==> src/rtl/rop_csr_unit.sv <==
// rop_csr_unit: CSR endpoint for the ROP blend/logic-op render state.
// Accepts CSR writes/reads from the command path and drives the packed
// rop_csrs_t state consumed by the ROP datapath.
// Build option: define ROP_CSR_SHADOW_EN to stage writes in a shadow copy that
// is transferred to the active copy by a COMMIT write once the ROP is idle.
// Without it a single register set drives rop_csrs directly.

package rop_csr_pkg;
  localparam int ROP_BLEND_FACTOR_BITS = 4;
  localparam int ROP_LOGIC_OP_BITS     = 4;

  typedef struct packed {
    logic [ROP_BLEND_FACTOR_BITS-1:0] blend_src_rgb;
    logic [ROP_BLEND_FACTOR_BITS-1:0] blend_dst_rgb;
    logic [ROP_BLEND_FACTOR_BITS-1:0] blend_src_a;
    logic [ROP_BLEND_FACTOR_BITS-1:0] blend_dst_a;
    logic [31:0]                      blend_const;
    logic [ROP_LOGIC_OP_BITS-1:0]     logic_op;
  } rop_csrs_t;
endpackage

module rop_csr_unit
  import rop_csr_pkg::*;
#(
  parameter int ADDR_BITS = 3
) (
  input  logic                 clk,
  input  logic                 reset_n,
  input  logic                 wr_valid,
  output logic                 wr_ready,
  input  logic [ADDR_BITS-1:0] wr_addr,
  input  logic [31:0]          wr_data,
  input  logic                 rd_req_valid,
  output logic                 rd_req_ready,
  input  logic [ADDR_BITS-1:0] rd_req_addr,
  output logic                 rd_rsp_valid,
  input  logic                 rd_rsp_ready,
  output logic [31:0]          rd_rsp_data,
  input  logic                 rop_idle,
  output rop_csrs_t            rop_csrs,
  output logic                 commit_done,
  output logic                 busy
);

  localparam int F = ROP_BLEND_FACTOR_BITS;
  localparam int L = ROP_LOGIC_OP_BITS;

  localparam logic [ADDR_BITS-1:0] A_BLEND_RGB   = ADDR_BITS'(0);
  localparam logic [ADDR_BITS-1:0] A_BLEND_A     = ADDR_BITS'(1);
  localparam logic [ADDR_BITS-1:0] A_BLEND_CONST = ADDR_BITS'(2);
  localparam logic [ADDR_BITS-1:0] A_LOGIC_OP    = ADDR_BITS'(3);
  localparam logic [ADDR_BITS-1:0] A_COMMIT      = ADDR_BITS'(4);

  // Blend factors reset to ONE (src) / ZERO (dst): plain pass-through of the source.
  localparam rop_csrs_t CSRS_RST = '{
    blend_src_rgb: F'(1), blend_dst_rgb: '0,
    blend_src_a:   F'(1), blend_dst_a:   '0,
    blend_const:   '0,    logic_op:      '0
  };

  // Applies one CSR write to a register set; COMMIT and unmapped offsets leave it unchanged.
  function automatic rop_csrs_t csr_write(input rop_csrs_t cur,
                                          input logic [ADDR_BITS-1:0] addr,
                                          input logic [31:0] data);
    rop_csrs_t nxt;
    nxt = cur;
    case (addr)
      A_BLEND_RGB: begin
        nxt.blend_src_rgb = data[F-1:0];
        nxt.blend_dst_rgb = data[16+F-1:16];
      end
      A_BLEND_A: begin
        nxt.blend_src_a = data[F-1:0];
        nxt.blend_dst_a = data[16+F-1:16];
      end
      A_BLEND_CONST: nxt.blend_const = data;
      A_LOGIC_OP:    nxt.logic_op    = data[L-1:0];
      default:       nxt = cur;
    endcase
    return nxt;
  endfunction

  // Packs a register set back into bus format; unmapped bits and offsets read as zero.
  function automatic logic [31:0] csr_read(input rop_csrs_t s,
                                           input logic [ADDR_BITS-1:0] addr);
    logic [31:0] r;
    r = '0;
    case (addr)
      A_BLEND_RGB: begin
        r[F-1:0]     = s.blend_src_rgb;
        r[16+F-1:16] = s.blend_dst_rgb;
      end
      A_BLEND_A: begin
        r[F-1:0]     = s.blend_src_a;
        r[16+F-1:16] = s.blend_dst_a;
      end
      A_BLEND_CONST: r = s.blend_const;
      A_LOGIC_OP:    r[L-1:0] = s.logic_op;
      default:       r = '0;
    endcase
    return r;
  endfunction

  logic        wr_fire;
  logic        rd_fire;
  logic        commit_done_q;
  logic        rd_rsp_valid_q;
  logic [31:0] rd_rsp_data_q;
  logic [31:0] rd_rsp_data_d;
  rop_csrs_t   read_src;

`ifdef ROP_CSR_SHADOW_EN
  typedef enum logic {S_IDLE, S_WAIT} state_t;

  state_t    state_q;
  logic      wr_ready_q;
  logic      busy_q;
  rop_csrs_t shadow_q;
  rop_csrs_t active_q;

  assign wr_fire  = wr_valid && wr_ready_q;
  assign wr_ready = wr_ready_q;
  assign busy     = busy_q;
  assign rop_csrs = active_q;
  assign read_src = shadow_q;

  // Commit FSM: stage writes in the shadow, copy to active on the first idle edge after COMMIT.
  always_ff @(posedge clk or negedge reset_n) begin
    if (!reset_n) begin
      state_q       <= S_IDLE;
      wr_ready_q    <= 1'b1;
      busy_q        <= 1'b0;
      commit_done_q <= 1'b0;
      shadow_q      <= CSRS_RST;
      active_q      <= CSRS_RST;
    end else begin
      commit_done_q <= 1'b0;
      case (state_q)
        S_IDLE: begin
          if (wr_fire) begin
            if (wr_addr == A_COMMIT) begin
              state_q    <= S_WAIT;
              wr_ready_q <= 1'b0;
              busy_q     <= 1'b1;
            end else begin
              shadow_q <= csr_write(shadow_q, wr_addr, wr_data);
            end
          end
        end
        S_WAIT: begin
          if (rop_idle) begin
            active_q      <= shadow_q;
            commit_done_q <= 1'b1;
            state_q       <= S_IDLE;
            wr_ready_q    <= 1'b1;
            busy_q        <= 1'b0;
          end
        end
        default: state_q <= S_IDLE;
      endcase
    end
  end
`else
  rop_csrs_t regs_q;
  logic      unused_rop_idle;

  assign unused_rop_idle = rop_idle;
  assign wr_fire  = wr_valid;
  assign wr_ready = 1'b1;
  assign busy     = 1'b0;
  assign rop_csrs = regs_q;
  assign read_src = regs_q;

  // Single register set: writes land in the active state directly; COMMIT only pulses commit_done.
  always_ff @(posedge clk or negedge reset_n) begin
    if (!reset_n) begin
      regs_q        <= CSRS_RST;
      commit_done_q <= 1'b0;
    end else begin
      commit_done_q <= wr_fire && (wr_addr == A_COMMIT);
      if (wr_fire) begin
        regs_q <= csr_write(regs_q, wr_addr, wr_data);
      end
    end
  end
`endif

  assign commit_done   = commit_done_q;
  assign rd_req_ready  = !rd_rsp_valid_q || rd_rsp_ready;
  assign rd_fire       = rd_req_valid && rd_req_ready;
  assign rd_rsp_data_d = csr_read(read_src, rd_req_addr);
  assign rd_rsp_valid  = rd_rsp_valid_q;
  assign rd_rsp_data   = rd_rsp_data_q;

  // Read response register: sampled before this edge's write lands, held while stalled.
  always_ff @(posedge clk or negedge reset_n) begin
    if (!reset_n) begin
      rd_rsp_valid_q <= 1'b0;
      rd_rsp_data_q  <= '0;
    end else if (rd_fire) begin
      rd_rsp_valid_q <= 1'b1;
      rd_rsp_data_q  <= rd_rsp_data_d;
    end else if (rd_rsp_ready) begin
      rd_rsp_valid_q <= 1'b0;
    end
  end

endmodule

==> config.mk <==
export PLATFORM = sky130hd
export DESIGN_NAME = rop_csr_unit
export DESIGN_NICKNAME = d
export VERILOG_FILES = /design/src/rtl/rop_csr_unit.sv
export SDC_FILE = /design/constraint.sdc
export NUM_CORES = 1
export LEC_CHECK = 0
export ABC_AREA = 0
export BUFFER_PORTS_ARGS = -buffer_cell sky130_fd_sc_hd__buf_4
export CORE_MARGIN = 3
export CORE_UTILIZATION = 45
export CTS_BUF_LIST = sky130_fd_sc_hd__clkbuf_4 sky130_fd_sc_hd__clkbuf_8
export DETAILED_ROUTE_END_ITERATION = 12
export MAX_ROUTING_LAYER = met4
export PLACE_DENSITY = 0.89
export RECOVER_POWER = 25
export SYNTH_ARGS = -nofsm -noshare
export SYNTH_HDL_FRONTEND = slang
export SYNTH_SLANG_ARGS = --single-unit
==> constraint.sdc <==
create_clock -name clk -period 1.35 [get_ports clk]
set_clock_uncertainty 0.15 [all_clocks]
set_input_delay 0.2025 -clock clk [delete_from_list [all_inputs] [get_ports clk]]
set_output_delay 0.2025 -clock clk [all_outputs]
set_load 0.05 [all_outputs]
# Word-level counts from Yosys, hierarchy flattened
# Index checks and enable logic that the tools add are counted.
[totals]
regBits = 86
[classes]
reduce_logical = 11
muxes = 6
eq_ne = 7
[op_table]
columns = ["op", "count"]
rows = [
  ["$mux W12", 2],
  ["$pmux W4 S4", 1],
  ["$eq A3 B2 Y1 const B", 4],
  ["$pmux W4 S3", 1],
  ["$reduce_and A2 Y1", 4],
  ["$eq A3 B1 Y1 const B", 2],
  ["$logic_not A3 Y1", 2],
  ["$eq A3 B3 Y1 const B", 1],
  ["$logic_and A1 B1 Y1", 2],
  ["$mux W1", 2],
  ["$reduce_bool A2 Y1", 1],
  ["$logic_not A1 Y1", 1],
  ["$logic_or A1 B1 Y1", 1],
]

# Longest topological paths before layout
# Gate-level depths: netlist of run 1.
[logic_depth]
depth_word = 4
ltp_mapped = 5

# Worst setup path before layout of run 1
# Ideal clock, no wire load.
[synth_timing]
kind = "register -> register"
from = "register rd_rsp_valid_q (netlist: rd_rsp_valid)"
to = "register rd_rsp_data_q[22] (netlist: rd_rsp_data[22])"
path_stages_with_launch = 6
arrival_time_ps = 1847
required_time_ps = 1079
slack_ps = -768
n_path_buf = 1
setup_time_ps = 121
path_cell_list = "dfrtp_1 and2b_1 inv_1 nand2_1 clkbuf_1 a22o_2"
[synth_between]
elab_chain_len = 3
[synth_rtl]
columns = ["element", "line_no", "text"]
rows = [
  ["from (decl)", "107", "logic rd_rsp_valid_q;"],
  ["from (signal assigned)", "198", "rd_rsp_valid_q <= 1'b0;"],
  ["from (signal assigned)", "201", "rd_rsp_valid_q <= 1'b1;"],
  ["from (signal assigned)", "204", "rd_rsp_valid_q <= 1'b0;"],
  ["$logic_not A1 Y1", "189", "assign rd_req_ready = !rd_rsp_valid_q || rd_rsp_ready;"],
  ["$logic_or A1 B1 Y1", "189", ""],
  ["net rd_req_ready", "34", "output logic rd_req_ready,"],
  ["$logic_and A1 B1 Y1", "190", "assign rd_fire = rd_req_valid && rd_req_ready;"],
  ["to (signal assigned)", "202", "rd_rsp_data_q <= rd_rsp_data_d;"],
  ["to (decl)", "108", "logic [31:0] rd_rsp_data_q;"],
]
# The timed path passes the listed nets, and every way through them passes these cells.
# A chain may end at the register's enable or synchronous reset.

# Final worst setup path of run 1
[layout_timing]
from = "register rd_rsp_valid_q (netlist: rd_rsp_valid)"
to = "register rd_rsp_data_q[12] (netlist: rd_rsp_data[12])"
[layout_between]
elab_chain_len = 3
[layout_rtl]
columns = ["element", "line_no"]
rows = [
  ["$logic_not A1 Y1", "189"],
  ["$logic_or A1 B1 Y1", "189"],
  ["$logic_and A1 B1 Y1", "190"],
]
# Every way passes these cells.

==> results of run 1 <==
cell usage after synthesis, drive strengths merged:
library cell	number	area, um2
clkbuf	1	3.75
dfstp	2	52.6
mux2i	4	40.0
mux2	52	586
dfrtp	84	2100
nor4bb	2	20.0
nor2b	1	13.8
mux4	4	105
nor3	2	15.0
conb	2	7.51
nor4b	2	47.6
o2bb2ai	4	35.0
nand2	3	11.3
inv	2	7.51
buf	13	114
and2b	1	7.51
nand4b	1	8.76
a22o	32	288
sequential cells by signal, indices dropped and copies added (netlist names):
name,count
commit_done,1
rop_csrs,52
rd_rsp_valid,1
rd_rsp_data,32
cell families after synthesis:
logic type	count (synthesis)
AO/OA/AOI/OAI	36
buffers and inverters	16
flip-flops	86
multiplexers	60
other	2
AND/OR/NAND/NOR	12
worst max path at each step:
stage                  from         endpoint  slack (ns)  cells after the start
6_report       rd_rsp_valid  rd_rsp_data[12]       -0.29                      5
5_1_grt        rd_rsp_valid     rd_req_ready       -0.33                      4
4_1_cts        rd_rsp_valid     rd_req_ready       -0.29                      4
3_5_place_dp     wr_addr[2]      rop_csrs[5]       -0.23                      4
3_3_place_gp     wr_addr[2]     rop_csrs[25]       -0.22                      4
2_1_floorplan  rd_rsp_valid  rd_rsp_data[10]       -0.41                      5
layer usage:
layer | GRT usage | vias to the layer above
met1 | 0.270 | 1408
met5 | - | -
met3 | 0.0481 | 11
met4 | 0.0698 | 0
li1 | - | 1210
met2 | 0.416 | 108
cell usage in the layout, fill, tap and decap left out, types with 2 or more instances in the layout:
cell           Yosys  routed
inv_6              0       2
clkinv_2           0       2
clkinvlp_4         0       2
mux2_4             0      23
buf_8              0      17
dlygate4sd3_1      0      36
buf_4              2     123
clkbuf_4           0       2
dfrtp_1           84      83
mux4_1             4       4
o2bb2ai_1          4       4
mux2i_1            4       4
buf_6              7      25
nor4b_4            2       2
dfstp_2            2       2
mux2_2            48      29
buf_12             0       5
nand2_8            0       2
conb_1             2       2
nand2_1            3       2
a22o_1            26      26
bufinv_16          0       2
clkbuf_8           0       9
a22o_2             6       6
power by group through the flow:
stage / Sequential, W / Clock [W] / Combinational, W
floorplan: 0.00486 / 0 / 0.000672
global placement: 0.00335 / 0 / 0.00334
detailed placement: 0.00338 / 0 / 0.00340
CTS: 0.00336 / 0.00200 / 0.00377
finish: 0.00339 / 0.00199 / 0.00390
global route: 0.00343 / 0.00213 / 0.00405
worst max-delay path, cell delays in order (launching register included):
cell and delay, ns:
dfrtp_2 0.41, and2b_2 0.22, buf_4 0.15, nor4b_4 0.26
buf_12 0.21, a22o_1 0.18
what timing repair did:
item / in CTS / in global routing
setup endpoints to repair: 50 / 59
gates resized for setup: 51 / 14
hold buffers: 36 / 0
endpoints found under the hold margin: 139 / 0
pin swaps: 1 / 1
gates cloned: 0 / 1
setup buffers: 5 / 6
metrics by stage:
step	TNS [ns]	utilization	instances	worst slack, ns	cell area [um2]
after CTS	-8.20	0.770	516	-0.287	5670
after global routing	-10.50	0.785	523	-0.327	5790
after floorplan	-12.96	-	212	-0.405	3590
after global placement	-13.45	0.659	459	-0.216	4860
final	-8.08	0.785	523	-0.295	5790
after detailed placement	-14.73	0.659	459	-0.234	4860
final cells by class:
| cell class | count | area, um2 | area share |
|---|---|---|---|
| sequential | 86 | 2160 | 0.373 |
| timing repair buffer | 209 | 1940 | 0.335 |
| multi-input combinational | 111 | 1340 | 0.231 |
| clock buffer | 9 | 124 | 0.0214 |
| tap | 99 | 124 | 0.0214 |
| clock inverter | 7 | 95.1 | 0.0164 |
| inverter | 2 | 11.3 | 0.00195 |
==> flow_metrics.py, run 1 <==
metrics = {
    "grt": {
        "grt_max_degree": 34,
        "track_usage": 0.235,
        "antenna_found_initial": 0,
        "grt_pass1_wl_um": 15200,
        "grt_pass1_vias": 2903,
        "grt_overflow": 0,
    },
    "timing": {
        "rsz0062_at_grt": "yes",
        "fmaxAchievable_ghz": 0.608,
        "worst_pin_slew_ns": 0.721,
        "whs_ns": 0.112,
        "setup_viol": 50,
        "final_max_slew_viol_count": 0,
        "setup_ws_ns": -0.295,
        "hold_viol_final": 0,
        "min_period_ns": 1.64,
        "slew_headroom": 0.520,
        "min_period_over_period": 1.22,
    },
    "clocking": {
        "clk_pin_slew_ns": 0.09,
        "root_buffer": "clkbuf_8",
        "cts_tree": "built",
        "clkLatencyLatePin_ns": 0.35,
        "htreeDepth": 3,
        "cts_buffer_depth": 2,
        "numCtsBuffers": 9,
        "clock_sinks": 86,
    },
    "run": {
        "maxCapViolCount": 0,
    },
    "synthesis": {
        "seq_area_frac_synth": 0.622,
        "postSynthNetCount": 256,
        "synthMuxAreaShare": 0.211,
        "yosysWarnings": 0,
        "avgSynthCellArea_um2": 16.3,
        "synth_area_mm2": 0.00346,
        "synth_fa_ha_area_frac": 0,
        "ys_ff_latch": 86,
        "synth_top_family_by_area": "multiplexers",
        "synthXorXnorAreaFrac": 0,
        "synth_compound_area_frac": 0.0932,
        "yosysUniqueCellTypes": 23,
        "syn_inst": 212,
        "synthSimpleGateAreaFrac": 0.0358,
    },
    "route": {
        "wl_met1_um": 3980,
        "top_layer": "met4",
        "postRouteWirelength_um": 10100,
        "drt_iter0_drc": 78,
        "route.met3.wl_um": 558,
        "drc_errors": 0,
        "wl_per_cell_um": 19.3,
        "viasPerCell": 5.23,
        "num_vias": 2737,
        "dr.pass1.iters": 4,
        "ant_nets": 0,
        "wl_met2_um": 5460,
    },
    "finish": {
        "fillers": 416,
        "drive_above_1_share": 0.613,
        "area_delta_synth_final_pct": 67.0,
        "n_antenna_cell": 0,
        "final_nets": 463,
    },
    "power": {
        "internal-power_w": 0.00572,
        "power.switching_w": 0.00355,
        "p_sw_frac": 0.383,
        "cellPowerDensity_mw_per_mm2": 1600,
        "vdd_drop_max_v": 0.00106,
        "power.total_w": 0.00927,
        "p_leak_nw": 2.82,
        "seqPwrFrac": 0.366,
        "p_clk_frac": 0.214,
        "p_comb_frac": 0.420,
    },
    "setup_path": {
        "cp_max_fo": 24,
        "critPathArrivalTime_ns": 1.78,
        "path_class": "reg2reg",
        "cp.required_ns": 1.48,
        "reg2regPathDepth": 5,
        "r2r-start": "rd_rsp_valid",
        "start_kind": "register",
        "r2r-end": "rd_rsp_data[12]",
        "cp-end-kind": "register",
        "regToRegSetupSlack_ns": -0.29,
    },
    "floorplanning": {
        "placementRows": 31,
        "die_h_um": 93.7,
        "ios": 133,
        "die_width_um": 93.7,
        "core_mm2": 0.00737,
        "die-area_mm2": 0.00879,
        "start_util": 0.470,
    },
    "worst_hold_path": {
        "min_path_cells": 4,
        "hp-start": "wr_valid",
        "hold_class": "in2reg",
        "hold_path_end": "commit_done",
    },
    "placement": {
        "finalWeightedCongestion": 0.742,
        "dp_hpwl_um": 6300,
        "numPortBuffers": 129,
    },
    "outcome": {
        "violations": "setup timing",
        "status": "finished with violations",
    },
}
Note: power is estimated with default switching activity, not from simulation.
==> run 2: changes to the inputs <==
- TNS_END_PERCENT: not set -> 5
==> flow_metrics.py, run 2 (synthesis gave the netlist of run 1 again) <==
metrics = {
    "route": {
        "wl_per_cell_um": 18.8,
        "drc_errors": 0,
        "viasPerCell": 5.21,
        "drt_iter0_drc": 67,
        "ant_nets": 0,
        "postRouteWirelength_um": 9660,
        "num_vias": 2673,
        "dr.pass1.iters": 5,
    },
    "timing": {
        "fmaxAchievable_ghz": 0.613,
        "min_period_over_period": 1.21,
        "final_max_slew_viol_count": 0,
        "worst_pin_slew_ns": 0.530,
        "hold_viol_final": 0,
        "slew_headroom": 0.647,
        "tns_ns": -7.99,
        "min_period_ns": 1.63,
        "whs_ns": 0.0409,
        "setup_viol": 49,
        "rsz0062_at_grt": "yes",
        "setup_ws_ns": -0.281,
    },
    "clocking": {
        "root_buffer": "clkbuf_8",
        "numCtsBuffers": 9,
        "clkLatencyLatePin_ns": 0.35,
        "htreeDepth": 3,
        "cts_tree": "built",
        "cts_buffer_depth": 2,
        "clk_pin_slew_ns": 0.09,
        "clock_sinks": 86,
    },
    "setup_path": {
        "cp-end-kind": "output pin",
        "crit_chain": "and2b_2, clkinvlp_4, buf_6, buf_8",
        "path_class": "reg2out",
        "critPathArrivalTime_ns": 1.28,
        "r2r-start": "rd_rsp_valid",
        "slowest_delay_ns": 0.41,
        "start_kind": "register",
        "worst_path_max_delay_cell": "dfrtp_2",
        "cp_max_fo": 2,
        "regToRegSetupSlack_ns": -0.28,
        "r2r-end": "rd_rsp_data[24]",
        "reg2regPathDepth": 6,
        "cp.required_ns": 1.00,
    },
    "worst_hold_path": {
        "min_path_cells": 3,
        "hold_path_end": "rd_rsp_valid",
        "hold_class": "in2reg",
        "hp-start": "rd_req_valid",
    },
    "placement": {
        "dp_hpwl_um": 6170,
        "numPortBuffers": 129,
        "finalWeightedCongestion": 0.780,
    },
    "power": {
        "p_leak_nw": 2.69,
        "vdd_drop_max_v": 0.00112,
        "cellPowerDensity_mw_per_mm2": 1620,
    },
    "finish": {
        "n_antenna_cell": 0,
        "final_nets": 453,
        "fin_util": 0.754,
        "largest_register_ffs": 52,
        "drive_above_1_share": 0.594,
        "mostFrequentLayoutCells": "buf_4 (123), dfrtp_1 (83), mux2_2 (48)",
        "area_delta_synth_final_pct": 60.3,
        "fillers": 437,
        "layout_commonest_cell": "buf_4",
    },
    "grt": {
        "grt_overflow": 0,
        "grt_pass1_vias": 2921,
        "grt_pass1_wl_um": 14800,
        "grt_max_degree": 37,
        "antenna_found_initial": 0,
        "track_usage": 0.224,
    },
    "outcome": {
        "status": "finished with violations",
        "violations": "setup timing",
    },
    "floorplanning": {
        "ios": 133,
        "start_util": 0.470,
        "die-area_mm2": 0.00879,
        "die_width_um": 93.7,
        "core_mm2": 0.00737,
        "placementRows": 31,
        "die_h_um": 93.7,
    },
    "run": {
        "maxCapViolCount": 0,
    },
}
==> run 2: cell types whose count changed in the layout (fill, tap and decap cells not counted), moves of 2 or more <==
cell / change
clkinv_2: -2
mux2_2: +19
clkbuf_16: +2
buf_6: +6
buf_12: -2
buf_8: -14
clkbuf_4: -2
mux2_1: +4
mux2_4: -23
==> run 2: final cells by class <==
type	instances	area, um2	area share
repair buffers	200	1800	0.324
inverters	2	11.3	0.00203
well taps	99	124	0.0223
clock inverters	7	105	0.0189
multi-input cells	110	1240	0.223
flip-flops and latches	86	2160	0.388
clock buffers	9	124	0.0223
==> run 2: repair_timing <==
action                     CTS  global route
resized for setup           22            18
hold endpoints to repair   137             0
hold buffers                36             0
setup endpoints to repair   49            62
setup buffers                2             1
gates cloned                 0             2
pin swaps                    9            11
==> run 2: metrics by stage <==
step	cell area [um2]	total power [W]	std cells	worst slack (ns)
finish	5560	0.00900	513	-0.281
global route	5560	0.00934	513	-0.336
CTS	5440	0.00894	510	-0.286
detailed placement	4750	0.00667	456	-0.275
global placement	4750	0.00658	456	-0.220
floorplan	3500	0.00542	212	-0.405
==> run 2: worst max-delay path by stage <==
stage | start | end | slack (ns) | cells after the start
2_1_floorplan | rd_rsp_valid | rd_rsp_data[10] | -0.41 | 5
3_3_place_gp | wr_addr[2] | rop_csrs[17] | -0.22 | 4
3_5_place_dp | wr_addr[2] | rop_csrs[15] | -0.28 | 4
4_1_cts | rd_rsp_valid | rd_req_ready | -0.29 | 4
5_1_grt | rd_rsp_valid | rd_rsp_data[11] | -0.34 | 6
6_report | rd_rsp_valid | rd_req_ready | -0.28 | 4
==> run 2: worst max-delay path, delay by kind of cell, from the launching register on <==
family                 cells  cell delay, ns
and+or+nand+nor            1            0.22
buffers and inverters      3            0.30
DFF                        1            0.41
==> run 2: routing by layer <==
| metal | vias up | part of all wire | GRT usage |
|---|---|---|---|
| li1 | 1185 | - | - |
| met2 | 89 | 0.55 | 0.400 |
| met1 | 1388 | 0.39 | 0.253 |
| met3 | 11 | 0.043 | 0.0465 |
| met5 | - | 0 | - |
| met4 | 0 | 0.013 | 0.0662 |
==> run 2: report_power, final <==
part           internal (W)  leakage, nW  switching (W)
Combinational       0.00139         1.49        0.00219
Sequential          0.00301         1.08       0.000341
Clock               0.00107        0.112        0.00100
==> run 3: changes to the inputs <==
- MAX_ROUTING_LAYER: met4 -> not set
- SLEW_MARGIN: not set -> 5
==> flow_metrics.py, run 3 (synthesis gave the netlist of run 1 again) <==
metrics = {
    "outcome": {
        "status": "finished with violations",
        "violations": "setup timing",
    },
    "clocking": {
        "cts_tree": "built",
        "cts_buffer_depth": 2,
        "root_buffer": "clkbuf_8",
        "htreeDepth": 3,
        "clock_sinks": 86,
        "clk_pin_slew_ns": 0.09,
        "clkLatencyLatePin_ns": 0.35,
        "numCtsBuffers": 9,
    },
    "power": {
        "vdd_drop_max_v": 0.00111,
        "p_sw_frac": 0.392,
        "power.total_w": 0.00900,
        "p_leak_nw": 2.69,
        "power.switching_w": 0.00353,
        "p_clk_frac": 0.231,
        "p_comb_frac": 0.397,
        "cellPowerDensity_mw_per_mm2": 1620,
        "internal-power_w": 0.00547,
        "seqPwrFrac": 0.372,
    },
    "setup_path": {
        "crit_buf_inv": 3,
        "path_depth": 4,
        "cp.required_ns": 1.00,
        "worst_path_max_delay_cell": "dfrtp_2",
        "path_class": "reg2out",
        "critical-path-top-delay-family": "flip-flops",
        "reg2regPathDepth": 6,
        "cp_max_fo": 2,
        "regToRegSetupSlack_ns": -0.27,
        "slowest_delay_ns": 0.40,
        "r2r-end": "rd_rsp_data[13]",
        "cp-end-kind": "output pin",
        "crit_chain": "and2b_2, clkinvlp_4, buf_6, buf_8",
        "critPathArrivalTime_ns": 1.27,
        "r2r-start": "rd_rsp_valid",
        "crit_path_end": "rd_req_ready",
        "cp-startpoint": "rd_rsp_valid",
        "start_kind": "register",
    },
    "finish": {
        "layout_commonest_cell": "buf_4",
        "final_area_mm2": 0.00555,
        "mostFrequentLayoutCells": "buf_4 (124), dfrtp_1 (83), mux2_2 (48)",
        "area_delta_synth_final_pct": 60.2,
        "fin_util": 0.753,
        "largest_register_ffs": 52,
        "fillers": 437,
        "final_nets": 453,
        "drive_above_1_share": 0.594,
        "n_antenna_cell": 0,
    },
    "floorplanning": {
        "die_width_um": 93.7,
        "die-area_mm2": 0.00879,
        "core_mm2": 0.00737,
        "start_util": 0.470,
        "die_h_um": 93.7,
        "placementRows": 31,
        "ios": 133,
    },
    "route": {
        "postRouteWirelength_um": 9640,
        "wl_per_cell_um": 18.8,
        "num_vias": 2646,
        "drt_iter0_drc": 73,
        "dr.pass1.iters": 4,
        "drc_errors": 0,
        "viasPerCell": 5.16,
        "ant_nets": 0,
    },
    "grt": {
        "grt_max_degree": 37,
        "antenna_found_initial": 0,
        "grt_pass1_vias": 2922,
        "grt_pass1_wl_um": 14800,
        "track_usage": 0.218,
        "grt_overflow": 0,
    },
    "timing": {
        "whs_ns": 0.0436,
        "slew_headroom": 0.649,
        "tns_ns": -7.80,
        "worst_pin_slew_ns": 0.526,
        "setup_viol": 49,
        "hold_viol_final": 0,
        "setup_ws_ns": -0.275,
        "min_period_over_period": 1.20,
        "final_max_slew_viol_count": 0,
        "fmaxAchievable_ghz": 0.615,
        "min_period_ns": 1.62,
        "rsz0062_at_grt": "yes",
    },
    "run": {
        "maxCapViolCount": 0,
    },
    "worst_hold_path": {
        "hold_class": "in2reg",
    },
    "placement": {
        "numPortBuffers": 129,
        "dp_hpwl_um": 6170,
        "finalWeightedCongestion": 0.770,
        "postPlaceCellArea_mm2": 0.00475,
    },
}
run 3: cell counts in the layout (fill, tap and decap cells not counted):
No cell type changed its count.
run 3: layer usage:
| layer | global-route usage | part of all wire | vias up |
|---|---|---|---|
| li1 | - | - | 1187 |
| met1 | 0.245 | 0.38 | 1353 |
| met2 | 0.400 | 0.55 | 93 |
| met3 | 0.0569 | 0.059 | 13 |
| met4 | 0.0662 | 0.016 | 0 |
| met5 | 0 | 0 | - |
run 3: worst min-delay path by stage:
stage / startpoint / to / slack [ns] / depth (start not counted)
final: rd_req_valid / rd_rsp_valid / 0.04 / 3
after global routing: rd_req_valid / rd_rsp_valid / 0.05 / 3
after CTS: rd_req_valid / rd_rsp_valid / 0.004 / 3
after detailed placement: reset_n / rop_csrs[28] / -0.05 / 1
after global placement: reset_n / rd_rsp_data[24] / -0.05 / 1
after floorplan: reset_n / commit_done / -0.24 / 0
run 3: area by class of cell:
cell class / count / area [um2] / area share
tap: 99 / 124 / 0.0223
clock inverter: 7 / 105 / 0.0189
multi-input combinational: 110 / 1240 / 0.223
timing repair buffer: 200 / 1790 / 0.323
sequential: 86 / 2160 / 0.388
inverter: 2 / 11.3 / 0.00203
clock buffer: 9 / 124 / 0.0223
run 3: metrics by stage:
| step | setup slack, ns | instances |
|---|---|---|
| after floorplan | -0.405 | 212 |
| after global placement | -0.220 | 456 |
| after detailed placement | -0.275 | 456 |
| after CTS | -0.286 | 510 |
| after global routing | -0.333 | 513 |
| final | -0.275 | 513 |
run 3: repair_timing:
action / 4_1_cts / 5_1_grt
hold buffers: 36 / 0
pin swaps: 9 / 13
endpoints found under the hold margin: 137 / 0
setup buffers: 2 / 1
gates cloned: 0 / 2
setup endpoints to repair: 49 / 61
gates resized for setup: 22 / 17
run 3: power groups by stage:
stage	clock (W)	combinational (W)	sequential, W
2_1_floorplan	0	0.000574	0.00485
3_3_place_gp	0	0.00324	0.00334
3_5_place_dp	0	0.00330	0.00337
4_1_cts	0.00210	0.00351	0.00333
5_1_grt	0.00222	0.00370	0.00340
6_report	0.00208	0.00357	0.00335
run 3: worst reg2reg max path, cell delays in order (launching register included):
cell and delay (ns):
dfrtp_2 0.40, and2b_2 0.22, buf_6 0.13, nor4b_4 0.21, buf_6 0.16, clkbuf_16 0.16
a22o_1 0.12
